$ cat src/rtl/video_timing_ctrl_if.sv
// rtl/video_timing_ctrl_if.sv - pattern-select handshake and raster outputs of the video timing controller
interface video_timing_ctrl_if;
    logic        mode_req;
    logic [1:0]  mode_next;
    logic        mode_ack;
    logic [1:0]  pattern_sel;
    logic        video_hs;
    logic        video_vs;
    logic        video_de;
    logic        data_req;
    logic [10:0] pixel_xpos;
    logic [10:0] pixel_ypos;
    logic        frame_start;
    logic [7:0]  frame_cnt;

    modport master (
        output mode_req, mode_next,
        input  mode_ack, pattern_sel, video_hs, video_vs, video_de,
        input  data_req, pixel_xpos, pixel_ypos, frame_start, frame_cnt
    );

    modport slave (
        input  mode_req, mode_next,
        output mode_ack, pattern_sel, video_hs, video_vs, video_de,
        output data_req, pixel_xpos, pixel_ypos, frame_start, frame_cnt
    );
endinterface

$ cat src/rtl/video_timing_ctrl.sv
// rtl/video_timing_ctrl.sv - raster counters, sync/DE decode, early pixel request and frame-aligned pattern select
module video_timing_ctrl #(
    parameter int H_SYNC  = 40,
    parameter int H_BACK  = 220,
    parameter int H_DISP  = 1280,
    parameter int H_FRONT = 110,
    parameter int V_SYNC  = 5,
    parameter int V_BACK  = 20,
    parameter int V_DISP  = 720,
    parameter int V_FRONT = 5
) (
    input  logic                pixel_clk,
    input  logic                sys_rst_n,
    input  logic                timing_en,
    video_timing_ctrl_if.slave  vif
);

    localparam int H_TOTAL = H_SYNC + H_BACK + H_DISP + H_FRONT;
    localparam int V_TOTAL = V_SYNC + V_BACK + V_DISP + V_FRONT;
    localparam int HA      = H_SYNC + H_BACK;
    localparam int VA      = V_SYNC + V_BACK;

    localparam logic [10:0] H_LAST    = 11'(H_TOTAL - 1);
    localparam logic [10:0] V_LAST    = 11'(V_TOTAL - 1);
    localparam logic [10:0] HS_END    = 11'(H_SYNC);
    localparam logic [10:0] VS_END    = 11'(V_SYNC);
    localparam logic [10:0] DE_H_BEG  = 11'(HA);
    localparam logic [10:0] DE_H_END  = 11'(HA + H_DISP);
    localparam logic [10:0] REQ_H_BEG = 11'(HA - 1);
    localparam logic [10:0] REQ_H_END = 11'(HA + H_DISP - 1);
    localparam logic [10:0] ACT_V_BEG = 11'(VA);
    localparam logic [10:0] ACT_V_END = 11'(VA + V_DISP);

    logic [10:0] cnt_h_q, cnt_h_d;
    logic [10:0] cnt_v_q, cnt_v_d;
    logic [1:0]  pattern_sel_q, pattern_sel_d;
    logic        mode_ack_q, mode_ack_d;
    logic [7:0]  frame_cnt_q, frame_cnt_d;

    logic line_end;
    logic frame_end;
    logic v_active;
    logic h_req;
    logic h_de;

    assign line_end  = (cnt_h_q == H_LAST);
    assign frame_end = line_end && (cnt_v_q == V_LAST);

    always_comb begin
        cnt_h_d       = cnt_h_q;
        cnt_v_d       = cnt_v_q;
        frame_cnt_d   = frame_cnt_q;
        pattern_sel_d = pattern_sel_q;
        mode_ack_d    = 1'b0;

        if (!timing_en) begin
            cnt_h_d = '0;
            cnt_v_d = '0;
        end else if (line_end) begin
            cnt_h_d = '0;
            cnt_v_d = frame_end ? 11'd0 : cnt_v_q + 11'd1;
        end else begin
            cnt_h_d = cnt_h_q + 11'd1;
        end

        // Pattern changes only on the wrap into a new frame, so no frame is torn.
        if (timing_en && frame_end) begin
            frame_cnt_d = frame_cnt_q + 8'd1;
            if (vif.mode_req) begin
                pattern_sel_d = vif.mode_next;
                mode_ack_d    = 1'b1;
            end
        end
    end

    always_ff @(posedge pixel_clk or negedge sys_rst_n) begin
        if (!sys_rst_n) begin
            cnt_h_q       <= '0;
            cnt_v_q       <= '0;
            frame_cnt_q   <= '0;
            pattern_sel_q <= '0;
            mode_ack_q    <= 1'b0;
        end else begin
            cnt_h_q       <= cnt_h_d;
            cnt_v_q       <= cnt_v_d;
            frame_cnt_q   <= frame_cnt_d;
            pattern_sel_q <= pattern_sel_d;
            mode_ack_q    <= mode_ack_d;
        end
    end

    // data_req runs one pixel ahead of video_de so the generator's register lines up with DE.
    assign v_active = (cnt_v_q >= ACT_V_BEG) && (cnt_v_q < ACT_V_END);
    assign h_de     = (cnt_h_q >= DE_H_BEG)  && (cnt_h_q < DE_H_END);
    assign h_req    = (cnt_h_q >= REQ_H_BEG) && (cnt_h_q < REQ_H_END);

    assign vif.video_hs    = (cnt_h_q < HS_END);
    assign vif.video_vs    = (cnt_v_q < VS_END);
    assign vif.video_de    = h_de && v_active;
    assign vif.data_req    = h_req && v_active;
    assign vif.pixel_xpos  = vif.data_req ? (cnt_h_q - REQ_H_BEG) : 11'd0;
    assign vif.pixel_ypos  = vif.data_req ? (cnt_v_q - ACT_V_BEG) : 11'd0;
    assign vif.frame_start = sys_rst_n && timing_en && (cnt_h_q == 11'd0) && (cnt_v_q == 11'd0);
    assign vif.mode_ack    = mode_ack_q;
    assign vif.pattern_sel = pattern_sel_q;
    assign vif.frame_cnt   = frame_cnt_q;

endmodule

$ cat src/flat_wrapper.sv
// flat-port wrapper written by rule: the top's interface ports become plain ports
module video_timing_ctrl_flat 
#(
    parameter int H_SYNC  = 40,
    parameter int H_BACK  = 220,
    parameter int H_DISP  = 1280,
    parameter int H_FRONT = 110,
    parameter int V_SYNC  = 5,
    parameter int V_BACK  = 20,
    parameter int V_DISP  = 720,
    parameter int V_FRONT = 5
)
  (pixel_clk, sys_rst_n, timing_en, vif_mode_req, vif_mode_next, vif_mode_ack, vif_pattern_sel, vif_video_hs, vif_video_vs, vif_video_de, vif_data_req, vif_pixel_xpos, vif_pixel_ypos, vif_frame_start, vif_frame_cnt);
  video_timing_ctrl_if vif_i ();
  input  logic pixel_clk;
  input  logic sys_rst_n;
  input  logic timing_en;
  input wire logic [$bits(vif_i.mode_req)-1:0] vif_mode_req;
  input wire logic [$bits(vif_i.mode_next)-1:0] vif_mode_next;
  output wire logic [$bits(vif_i.mode_ack)-1:0] vif_mode_ack;
  output wire logic [$bits(vif_i.pattern_sel)-1:0] vif_pattern_sel;
  output wire logic [$bits(vif_i.video_hs)-1:0] vif_video_hs;
  output wire logic [$bits(vif_i.video_vs)-1:0] vif_video_vs;
  output wire logic [$bits(vif_i.video_de)-1:0] vif_video_de;
  output wire logic [$bits(vif_i.data_req)-1:0] vif_data_req;
  output wire logic [$bits(vif_i.pixel_xpos)-1:0] vif_pixel_xpos;
  output wire logic [$bits(vif_i.pixel_ypos)-1:0] vif_pixel_ypos;
  output wire logic [$bits(vif_i.frame_start)-1:0] vif_frame_start;
  output wire logic [$bits(vif_i.frame_cnt)-1:0] vif_frame_cnt;
  assign vif_i.mode_req = vif_mode_req;
  assign vif_i.mode_next = vif_mode_next;
  assign vif_mode_ack = vif_i.mode_ack;
  assign vif_pattern_sel = vif_i.pattern_sel;
  assign vif_video_hs = vif_i.video_hs;
  assign vif_video_vs = vif_i.video_vs;
  assign vif_video_de = vif_i.video_de;
  assign vif_data_req = vif_i.data_req;
  assign vif_pixel_xpos = vif_i.pixel_xpos;
  assign vif_pixel_ypos = vif_i.pixel_ypos;
  assign vif_frame_start = vif_i.frame_start;
  assign vif_frame_cnt = vif_i.frame_cnt;
  video_timing_ctrl #(.H_SYNC(H_SYNC), .H_BACK(H_BACK), .H_DISP(H_DISP), .H_FRONT(H_FRONT), .V_SYNC(V_SYNC), .V_BACK(V_BACK), .V_DISP(V_DISP), .V_FRONT(V_FRONT)) u_core (.pixel_clk(pixel_clk), .sys_rst_n(sys_rst_n), .timing_en(timing_en), .vif(vif_i));
endmodule
$ cat config.mk
export PLATFORM = sky130hd
export DESIGN_NAME = video_timing_ctrl_flat
export DESIGN_NICKNAME = d
export VERILOG_FILES = /design/src/rtl/video_timing_ctrl_if.sv /design/src/rtl/video_timing_ctrl.sv /design/src/flat_wrapper.sv
export SDC_FILE = /design/constraint.sdc
export NUM_CORES = 1
export LEC_CHECK = 0
export CORE_MARGIN = 5
export CORE_UTILIZATION = 48
export DETAILED_ROUTE_END_ITERATION = 6
export GPL_TIMING_DRIVEN = 0
export PLACE_DENSITY = 0.73
export SLEW_MARGIN = 20
export SYNTH_ARGS = -nofsm -noshare
export SYNTH_HDL_FRONTEND = slang
export SYNTH_SLANG_ARGS = --single-unit
export TNS_END_PERCENT = 30
$ cat constraint.sdc
create_clock -name pixel_clk -period 1.9 [get_ports pixel_clk]
set_input_delay 0.285 -clock pixel_clk [delete_from_list [all_inputs] [get_ports pixel_clk]]
set_output_delay 0.285 -clock pixel_clk [all_outputs]
set_load 0.005 [all_outputs]
==> results.cfg, run 1 <==
[outcome]
outcome = finished, violations left
violations = negative setup slack

[worst_setup_path]
cp-end-kind = primary output
crit_type = flip-flop to primary output
crit_path_max_fanout = 8
cp.arrival_ns = 2.23
reg2regPathDepth = 7
cp-start-kind = flip-flop
critPathRequiredTime_ns = 1.62

[power]
cellPowerDensity_nw_per_um2 = 462
max-vdd-ir-drop_mv = 0.469
p_leak_uw = 0.00166

[layout]
fillers = 330
drive_above_1_share_pct = 41.1
design_area_sq_um = 3750
utilization_pct = 78.3
num_antenna_cells = 0
finalNonFillerCells = 444
nNetsFinal = 390
synthToLayoutAreaGrowth_pct = 56.7

[yosys]
synth_cell_types = 51
synth_edf_count = 0
syn-instance-count = 290
ys_ff_latch = 33
netlist_area_sq_um = 2390
synth_top_area_share_pct = 34.5
yosysTopAreaCell = dfrtp_1
post_synth_main_area_contributors = dfrtp_1, nor3_1, xnor2_1
ys_warn_count = 0
synth.avg_cell_area_sq_um = 8.24
synth_nets = 304
seq_area_frac_synth_pct = 34.5
synth_ff_type = dfrtp_1
synthArstFlopShare_pct = 100

[global_routing]
antenna_found_initial = 0
grt_usage_pct = 24.5
met1_usage_pct = 32.1
globalRouteMet3Util_pct = 3.48
met2_usage_pct = 41.1
grt_max_degree = 31
grt_pass1_vias = 2534
overflow = 0
top_usage_layer = met2
grt_pass1_wl_um = 12400

[sta]
hold-worst-slack_ns = 0.0389
finalHoldViolCount = 0
setup-violations-final = 39
rsz0062_at_grt = yes
slew_violations = 0
fin_crit_ns = 2.52
tightest_slew_ns = 0.484
setup_tns_ns = -15.58
skew_ns = 0.00860
period_share_pct = 132
fin_ws_ns = -0.616
max_clock_freq_mhz = 397
relSlewSlack_pct = 67.7

[route]
post_drt_wl_per_cell_um = 18.2
routed_via_density = 5.98
dr.first_iter.drc_count = 287
drcViolationCount = 0
first_pass_iters = 5
num_vias = 2653
ant_nets = 0
postRouteWirelength_um = 8090

[clocking]
clk_latency_ns = 0.29
root_buffer = clkbuf_8
clock_path_buffers = 2
cts_tree = yes
cts_made_buffers = 5
cts.clk_slew.worst_paths_ns = 0.08
htreeDepth = 2
cts_sinks = 33

[floorplan]
coreArea_sq_um = 4790
fp-row-count = 25
die-area_sq_um = 6490
start_util_pct = 50.0
pin_count = 44
die_height_um = 80.6
dieWidth_um = 80.6

[job]
max_cap_violations = 0

[place]
dp_hpwl_um = 4700
placed_cell_area_sq_um = 2960
dp_cells = 401
place_congestion = 0.851
port_buffers = 43

[hold_path]
hold_path_class = input port to asynchronous set/reset pin
synth_stat cells (all sizes together) (2+ instances only):
| cell type | instances |
|---|---|
| a211oi | 2 |
| and4 | 3 |
| xnor2 | 14 |
| nor3b | 2 |
| a21oi | 14 |
| a31oi | 2 |
| a21boi | 2 |
| o211ai | 3 |
| ha | 8 |
| and2 | 3 |
| a221oi | 2 |
| clkbuf | 16 |
| buf | 10 |
| nand3 | 14 |
| nand2 | 22 |
| mux2 | 3 |
| dfrtp | 33 |
| nor2b | 2 |
| nor2 | 24 |
| nor3 | 29 |
| o31ai | 2 |
| and3 | 5 |
| or2 | 2 |
| nand4 | 9 |
| o21ai | 10 |
| xor2 | 12 |
| nor4 | 8 |
| inv | 8 |
| or4 | 4 |
| or3 | 8 |
| o31a | 2 |
area by class of cell:
cell class,count,area (sq um),share of cell area [%]
Inverter,8,30.0,0.802
Timing Repair Buffer,83,712,19.0
Tap cell,67,83.8,2.24
Sequential cell,33,830,22.1
Multi-Input combinational cell,223,1790,47.7
Buffer,22,188,5.01
Clock buffer,7,86.3,2.30
Clock inverter,1,30.0,0.802
where the power goes:
| part | switching (uW) | internal (uW) | total [uW] |
|---|---|---|---|
| logic | 164 | 146 | 310 |
| registers | 11.4 | 710 | 721 |
| clock network | 270 | 428 | 698 |
routing by layer:
layer / vias to the layer above / routed length [um]
li1: 1214 / -
met1: 1270 / 3380
met3: 22 / 583
met4: 0 / 191
met5: - / 0
met2: 147 / 3940
layout by cell type (no fill, tap or decap), types with 4 or more instances in the layout:
cell,instances
nor3_4,9
nor4_2,5
inv_1,6
nor2_1,22
nand2_1,22
and3_1,4
xor2_1,12
or3_1,7
nand4_1,9
dfrtp_1,30
a21oi_1,13
nor3_2,13
ha_1,4
buf_12,4
xnor2_1,14
clkbuf_8,9
buf_8,4
buf_4,26
buf_6,14
o21ai_0,7
nand3_1,12
clkdlybuf4s50_1,16
buf_2,29
nor3_1,7
or4_1,4
state kept, by name, summed over array words and instances, names as in the netlist:
name                    flops
u_core.cnt_v_q             11
u_core.vif.frame_cnt        8
u_core.cnt_h_q             11
u_core.vif.pattern_sel      2
u_core.vif.mode_ack         1
what timing repair did:
item                                   4_1_cts  5_1_grt
gates resized for setup                    178       45
hold buffers                                 2        0
endpoints found under the hold margin        3        0
pin swaps                                   40       14
cloned                                       2        0
setup buffers                               26        9
setup endpoints to repair                   54       54
worst max-delay path, cell delays in order, from the launching register on:
cell and delay, ns:
dfrtp_1 0.41, buf_8 0.14, o31a_1 0.31, o211ai_1 0.19, o211ai_1 0.14, buf_4 0.19, buf_8 0.13, buf_8 0.13
a221oi_2 0.16, buf_2 0.15
logic make-up (layout without fill, tap and decap cells):
family	after synthesis	after routing	share of synthesized area, %
buffers and inverters	34	121	6.23
muxes	3	3	1.41
adders and majority gates	8	8	4.19
and+or+nand+nor	141	141	31.7
DFF	33	33	34.5
xor gates and xnor gates	26	26	9.52
AOI/OAI and AO/OA	45	45	12.5
worst paths after layout:
| check | start | slack, ns | end |
|---|---|---|---|
| setup / recovery | u_core.cnt_v_q[0] | -0.62 | vif_video_de |
| hold / removal | sys_rst_n | 0.04 | u_core.cnt_v_q[10] |
| setup reg to reg | u_core.cnt_h_q[1] | -0.32 | u_core.cnt_v_q[2] |
| hold reg to reg | u_core.vif.frame_cnt[7] | 0.49 | u_core.vif.frame_cnt[7] |
| max in group asynchronous | sys_rst_n | 1.37 | u_core.cnt_v_q[8] |
| min in group pixel_clk | u_core.vif.frame_cnt[7] | 0.49 | u_core.vif.frame_cnt[7] |
per-stage QoR:
step / power (uW) / setup slack [ns]
floorplan: 844 / -0.0695
global placement: 903 / -1.50
detailed placement: 911 / -0.779
CTS: 1690 / -0.648
global route: 1790 / -0.744
finish: 1730 / -0.616
Note: power is estimated with default switching activity, not from simulation.
==> run 2, diff against run 1 <==
--- a/config.mk
+++ b/config.mk
@@ -6,10 +6,12 @@
 export NUM_CORES = 1
 export LEC_CHECK = 0
 export CORE_MARGIN = 5
-export CORE_UTILIZATION = 48
+export CORE_UTILIZATION = 35
 export DETAILED_ROUTE_END_ITERATION = 6
 export GPL_TIMING_DRIVEN = 0
-export PLACE_DENSITY = 0.73
+export PLACE_DENSITY = 0.55
+export RECOVER_POWER = 100
+export SETUP_SLACK_MARGIN = 0.3
 export SLEW_MARGIN = 20
 export SYNTH_ARGS = -nofsm -noshare
 export SYNTH_HDL_FRONTEND = slang
==> results.cfg, run 2 (synthesized netlist as in run 1, its figures left out) <==
[worst_setup_path]
cp-start-kind = flip-flop
critPathRequiredTime_ns = 1.62
r2r-end = u_core.cnt_v_q[7]
critical_path.most_common_cell = buf_6
crit_cells = 10
critical_path.top_delay_family = buffers and inverters
path_cells = buf_6 > nor4_4 > buf_4 > nand3b_1 > a221oi_4 > buf_6 > buf_6 > buf_6 > nor3b_2 > buf_2
crit_buf_inv = 6
endpoint = vif_pixel_xpos[2]
crit_path_max_fanout = 6
cp-end-kind = primary output
r2r_start = u_core.cnt_h_q[1]
crit_type = flip-flop to primary output
slowest_stage = dfrtp_1
cp.arrival_ns = 2.30
r2r_slack_ns = -0.35
reg2regPathDepth = 6
startpoint = u_core.cnt_h_q[5]
critPathMaxStageDelay_ns = 0.38

[sta]
max_clock_freq_mhz = 387
relSlewSlack_pct = 8.07
fin_crit_ns = 2.58
period_share_pct = 136
slew_violations = 0
fin_ws_ns = -0.682
tightest_slew_ns = 1.38
setup-violations-final = 53
skew_ns = 0.00486
rsz0062_at_grt = yes
finalHoldViolCount = 0

[route]
drcViolationCount = 0
dr_wl_met3_um = 431
wl_met2_um = 3440
dr.first_iter.drc_count = 118
first_pass_iters = 4
routed_via_density = 5.43
postRouteWirelength_um = 7680
num_vias = 2508
highest_layer = met4
post_drt_wl_per_cell_um = 16.6
ant_nets = 0
route.layer.met1.wl_um = 3660

[layout]
drive_above_1_share_pct = 40.8
synthToLayoutAreaGrowth_pct = 56.1
num_antenna_cells = 0
layout_common_cells = dfrtp_1, buf_2, buf_4, nor2_1, nand2_1
finalNonFillerCells = 462
mostFrequentLayoutCell = dfrtp_1
nNetsFinal = 395

[place]
post-place-ws_ns = -0.728
port_buffers = 43
dp_cells = 414
place_congestion = 0.791
dp_hpwl_um = 5000

[global_routing]
grt_pass1_wl_um = 12300
antenna_found_initial = 0
grt_usage_pct = 17.9
grt_max_degree = 30
grt_pass1_vias = 2415
overflow = 0

[clocking]
htreeDepth = 2
cts_made_buffers = 5
cts_tree = yes
clock_path_buffers = 2
cts.clk_slew.worst_paths_ns = 0.07
clk_latency_ns = 0.29
cts_sinks = 33
root_buffer = clkbuf_8

[hold_path]
hold_path_class = input port to asynchronous set/reset pin

[floorplan]
die_height_um = 92.7
pin_count = 44
fp-row-count = 30
dieWidth_um = 92.7
start_util_pct = 35.6
coreArea_sq_um = 6720
die-area_sq_um = 8580

[job]
max_cap_violations = 0

[outcome]
outcome = finished, violations left
violations = negative setup slack

[power]
cellPowerDensity_nw_per_um2 = 450
max-vdd-ir-drop_mv = 0.219
p_leak_uw = 0.00167
## run 2: how the worst min path moves through the flow
stage / endpoint / slack, ns / cells past startpoint
2_1_floorplan: u_core.cnt_h_q[0] / -0.01 / 0
3_3_place_gp: u_core.vif.frame_cnt[7] / 0.46 / 1
3_5_place_dp: u_core.cnt_h_q[6] / 0.13 / 1
4_1_cts: u_core.cnt_h_q[5] / 0.04 / 3
5_1_grt: u_core.cnt_h_q[6] / 0.48 / 2
6_report: u_core.cnt_h_q[1] / 0.43 / 2
## run 2: layout make-up
class / instances / area (sq um)
clock inverter: 1 / 30.0
timing repair buffer: 84 / 683
multi-input combinational: 223 / 1740
tap: 80 / 100
sequential: 33 / 827
inverter: 8 / 37.5
buffer: 26 / 230
clock buffer: 7 / 86.3
fill: 631 / 2990
## run 2: through the flow
step | power [uW] | instance area (sq um) | hold slack [ns] | utilization (%) | TNS (ns)
floorplan | 859 | 2560 | -0.0106 | - | -0.447
global placement | 925 | 3090 | 0.457 | 45.9 | -35.20
global route | 1750 | 3730 | 0.477 | 55.6 | -23.83
detailed placement | 929 | 3100 | 0.128 | 46.2 | -24.95
finish | 1680 | 3730 | 0.430 | 55.6 | -18.75
CTS | 1690 | 3570 | 0.0405 | 53.1 | -16.83
## run 2: worst reg2reg max path: stages, from the launching register on
cell and delay, ns:
dfrtp_2 0.47, inv_1 0.12, ha_1 0.18, or3b_4 0.42, o31a_1 0.35, or4_1 0.50
a21oi_1 0.14
## run 2: layer usage
metal | up-vias | global-route usage, %
met5 | - | 0
met3 | 13 | 3.33
met1 | 1194 | 25.4
met2 | 73 | 27.3
met4 | 0 | 6.35
li1 | 1228 | -
## run 2: report_power, final
group | total [uW] | leakage [uW] | internal, uW | switching (uW)
registers | 720 | 0.000457 | 709 | 10.8
logic | 255 | 0.00116 | 111 | 143
clock network | 707 | 0.0000585 | 428 | 279
total | 1680 | 0.00167 | 1250 | 433
## run 2: repair_timing
item	CTS	global route
resized for setup	151	45
setup buffers	21	14
pin swaps	26	14
hold buffers	2	0
cloned	3	0
hold endpoints to repair	4	0
setup endpoints to repair	60	62
==> run 3, diff against run 2 <==
--- a/config.mk
+++ b/config.mk
@@ -5,9 +5,9 @@
 export SDC_FILE = /design/constraint.sdc
 export NUM_CORES = 1
 export LEC_CHECK = 0
-export CORE_MARGIN = 5
 export CORE_UTILIZATION = 35
 export DETAILED_ROUTE_END_ITERATION = 6
+export GPL_ROUTABILITY_DRIVEN = 0
 export GPL_TIMING_DRIVEN = 0
 export PLACE_DENSITY = 0.55
 export RECOVER_POWER = 100
==> results.cfg, run 3 (synthesized netlist as in run 1, its figures left out) <==
[outcome]
outcome = finished, violations left
violations = design-rule violations, max-capacitance violations, max-slew violations, negative setup slack

[sta]
period_share_pct = 131
slew_violations = 28
setup_tns_ns = -16.49
finalHoldViolCount = 0
rsz0062_at_grt = yes
tightest_slew_ns = 1.54
max_clock_freq_mhz = 402
skew_ns = 0.00352
setup-violations-final = 43
fin_crit_ns = 2.49
relSlewSlack_pct = -2.62
hold-worst-slack_ns = 0.450
fin_ws_ns = -0.589

[power]
p_int_uw = 1270
clkPwrFrac_pct = 41.2
cellPowerDensity_nw_per_um2 = 447
max-vdd-ir-drop_mv = 0.276
power_frac_seq_pct = 42.3
combPwrFrac_pct = 16.5
p_leak_uw = 0.00172
power.net_switching_uw = 439
sw_frac_of_total_pct = 25.7

[worst_setup_path]
cp-end-kind = primary output
crit_path_max_fanout = 6
path_cells = buf_8 > o31a_1 > o211ai_1 > o211ai_1 > buf_4 > buf_6 > clkbuf_16 > nor3_4 > buf_2
slowest_stage = dfrtp_1
critPathRequiredTime_ns = 1.62
critical_path.most_common_cell = o211ai_1
reg2regPathDepth = 7
crit_type = flip-flop to primary output
critPathMaxStageDelay_ns = 0.42
cp.arrival_ns = 2.20
cp-start-kind = flip-flop
r2r_slack_ns = -0.34

[floorplan]
fp-row-count = 29
start_util_pct = 37.0
coreArea_sq_um = 6460
die-area_sq_um = 7170
dieWidth_um = 84.7
pin_count = 44
die_height_um = 84.7

[place]
dp_cells = 411
dp_hpwl_um = 4920
port_buffers = 43

[global_routing]
grt_pass1_vias = 2471
overflow = 0
grt_pass1_wl_um = 12400
met1_usage_pct = 31.3
grt_usage_pct = 22.0
globalRouteMet3Util_pct = 3.74
top_usage_layer = met2
grt_max_degree = 28
met2_usage_pct = 34.3
antenna_found_initial = 0

[route]
drcViolationCount = 5
num_vias = 2506
post_drt_wl_per_cell_um = 16.7
postRouteWirelength_um = 7650
first_pass_iters = 6
ant_nets = 0
dr.first_iter.drc_count = 159
routed_via_density = 5.47

[layout]
layout_common_cells = dfrtp_1, buf_2, buf_6
drive_above_1_share_pct = 41.2
mostFrequentLayoutCell = dfrtp_1
nNetsFinal = 394
finalNonFillerCells = 458
synthToLayoutAreaGrowth_pct = 59.6
num_antenna_cells = 0

[job]
max_cap_violations = 1

[clocking]
cts.clk_slew.worst_paths_ns = 0.07
clk_latency_ns = 0.29
cts_made_buffers = 5
cts_sinks = 33
htreeDepth = 2
clock_path_buffers = 2
cts_tree = yes
root_buffer = clkbuf_8

[hold_path]
hold_path_class = input port to asynchronous set/reset pin
[run 3: worst max-delay path: cells and delay by family (launching register included)]
kind	cells	cell delay, ns
buffers and inverters	5	0.73
flip-flops	1	0.42
AO/OA/AOI/OAI	3	0.58
AND/OR/NAND/NOR	1	0.17
[run 3: worst paths after layout]
| check | end | from |
|---|---|---|
| setup / recovery | vif_pixel_ypos[0] | u_core.cnt_v_q[0] |
| hold / removal | u_core.cnt_h_q[6] | sys_rst_n |
| setup reg to reg | u_core.cnt_v_q[8] | u_core.cnt_h_q[1] |
| hold reg to reg | u_core.vif.frame_cnt[7] | u_core.vif.frame_cnt[7] |
| max in group asynchronous | u_core.cnt_v_q[6] | sys_rst_n |
| min in group pixel_clk | u_core.vif.frame_cnt[7] | u_core.vif.frame_cnt[7] |
[run 3: what timing repair did]
| item | in CTS | in global routing |
|---|---|---|
| gates resized for setup | 181 | 34 |
| gates cloned | 3 | 0 |
| buffers inserted | 26 | 8 |
| endpoints found under the setup margin | 61 | 60 |
| hold buffers | 2 | 0 |
| hold endpoints to repair | 6 | 0 |
| pin swaps | 35 | 16 |
[run 3: per-stage QoR]
| step | utilization, % | area (sq um) | setup slack [ns] | total power [uW] |
|---|---|---|---|---|
| CTS | 56.7 | 3660 | -0.558 | 1700 |
| detailed placement | 48.0 | 3100 | -0.686 | 931 |
| floorplan | - | 2560 | -0.0679 | 859 |
| finish | 59.1 | 3810 | -0.589 | 1700 |
| global route | 59.1 | 3810 | -0.679 | 1770 |
| global placement | 47.7 | 3080 | -1.60 | 924 |
[run 3: final cells by class]
cell class	count	area [sq um]
fillers	594	2640
multi-input cells	223	1820
flip-flops and latches	33	826
repair buffers	83	673
plain buffers	26	250
well taps	77	96.3
clock buffers	7	86.3
clock inverters	1	30.0
inverters	8	30.0
[run 3: routing by layer]
layer	part of all wire [%]	routed length, um	vias up
met3	4.3	332	8
met1	48	3710	1218
met4	1.0	78	0
met5	0	0	-
met2	46	3530	62
li1	-	-	1218
[run 3: power by group through the flow]
stage                     sequential, uW  combinational [uW]  clock, uW
after floorplan                      729                 130          0
after global placement               731                 194          0
after detailed placement             731                 200          0
after CTS                            721                 266        713
after global routing                 722                 306        739
final                                721                 282        702
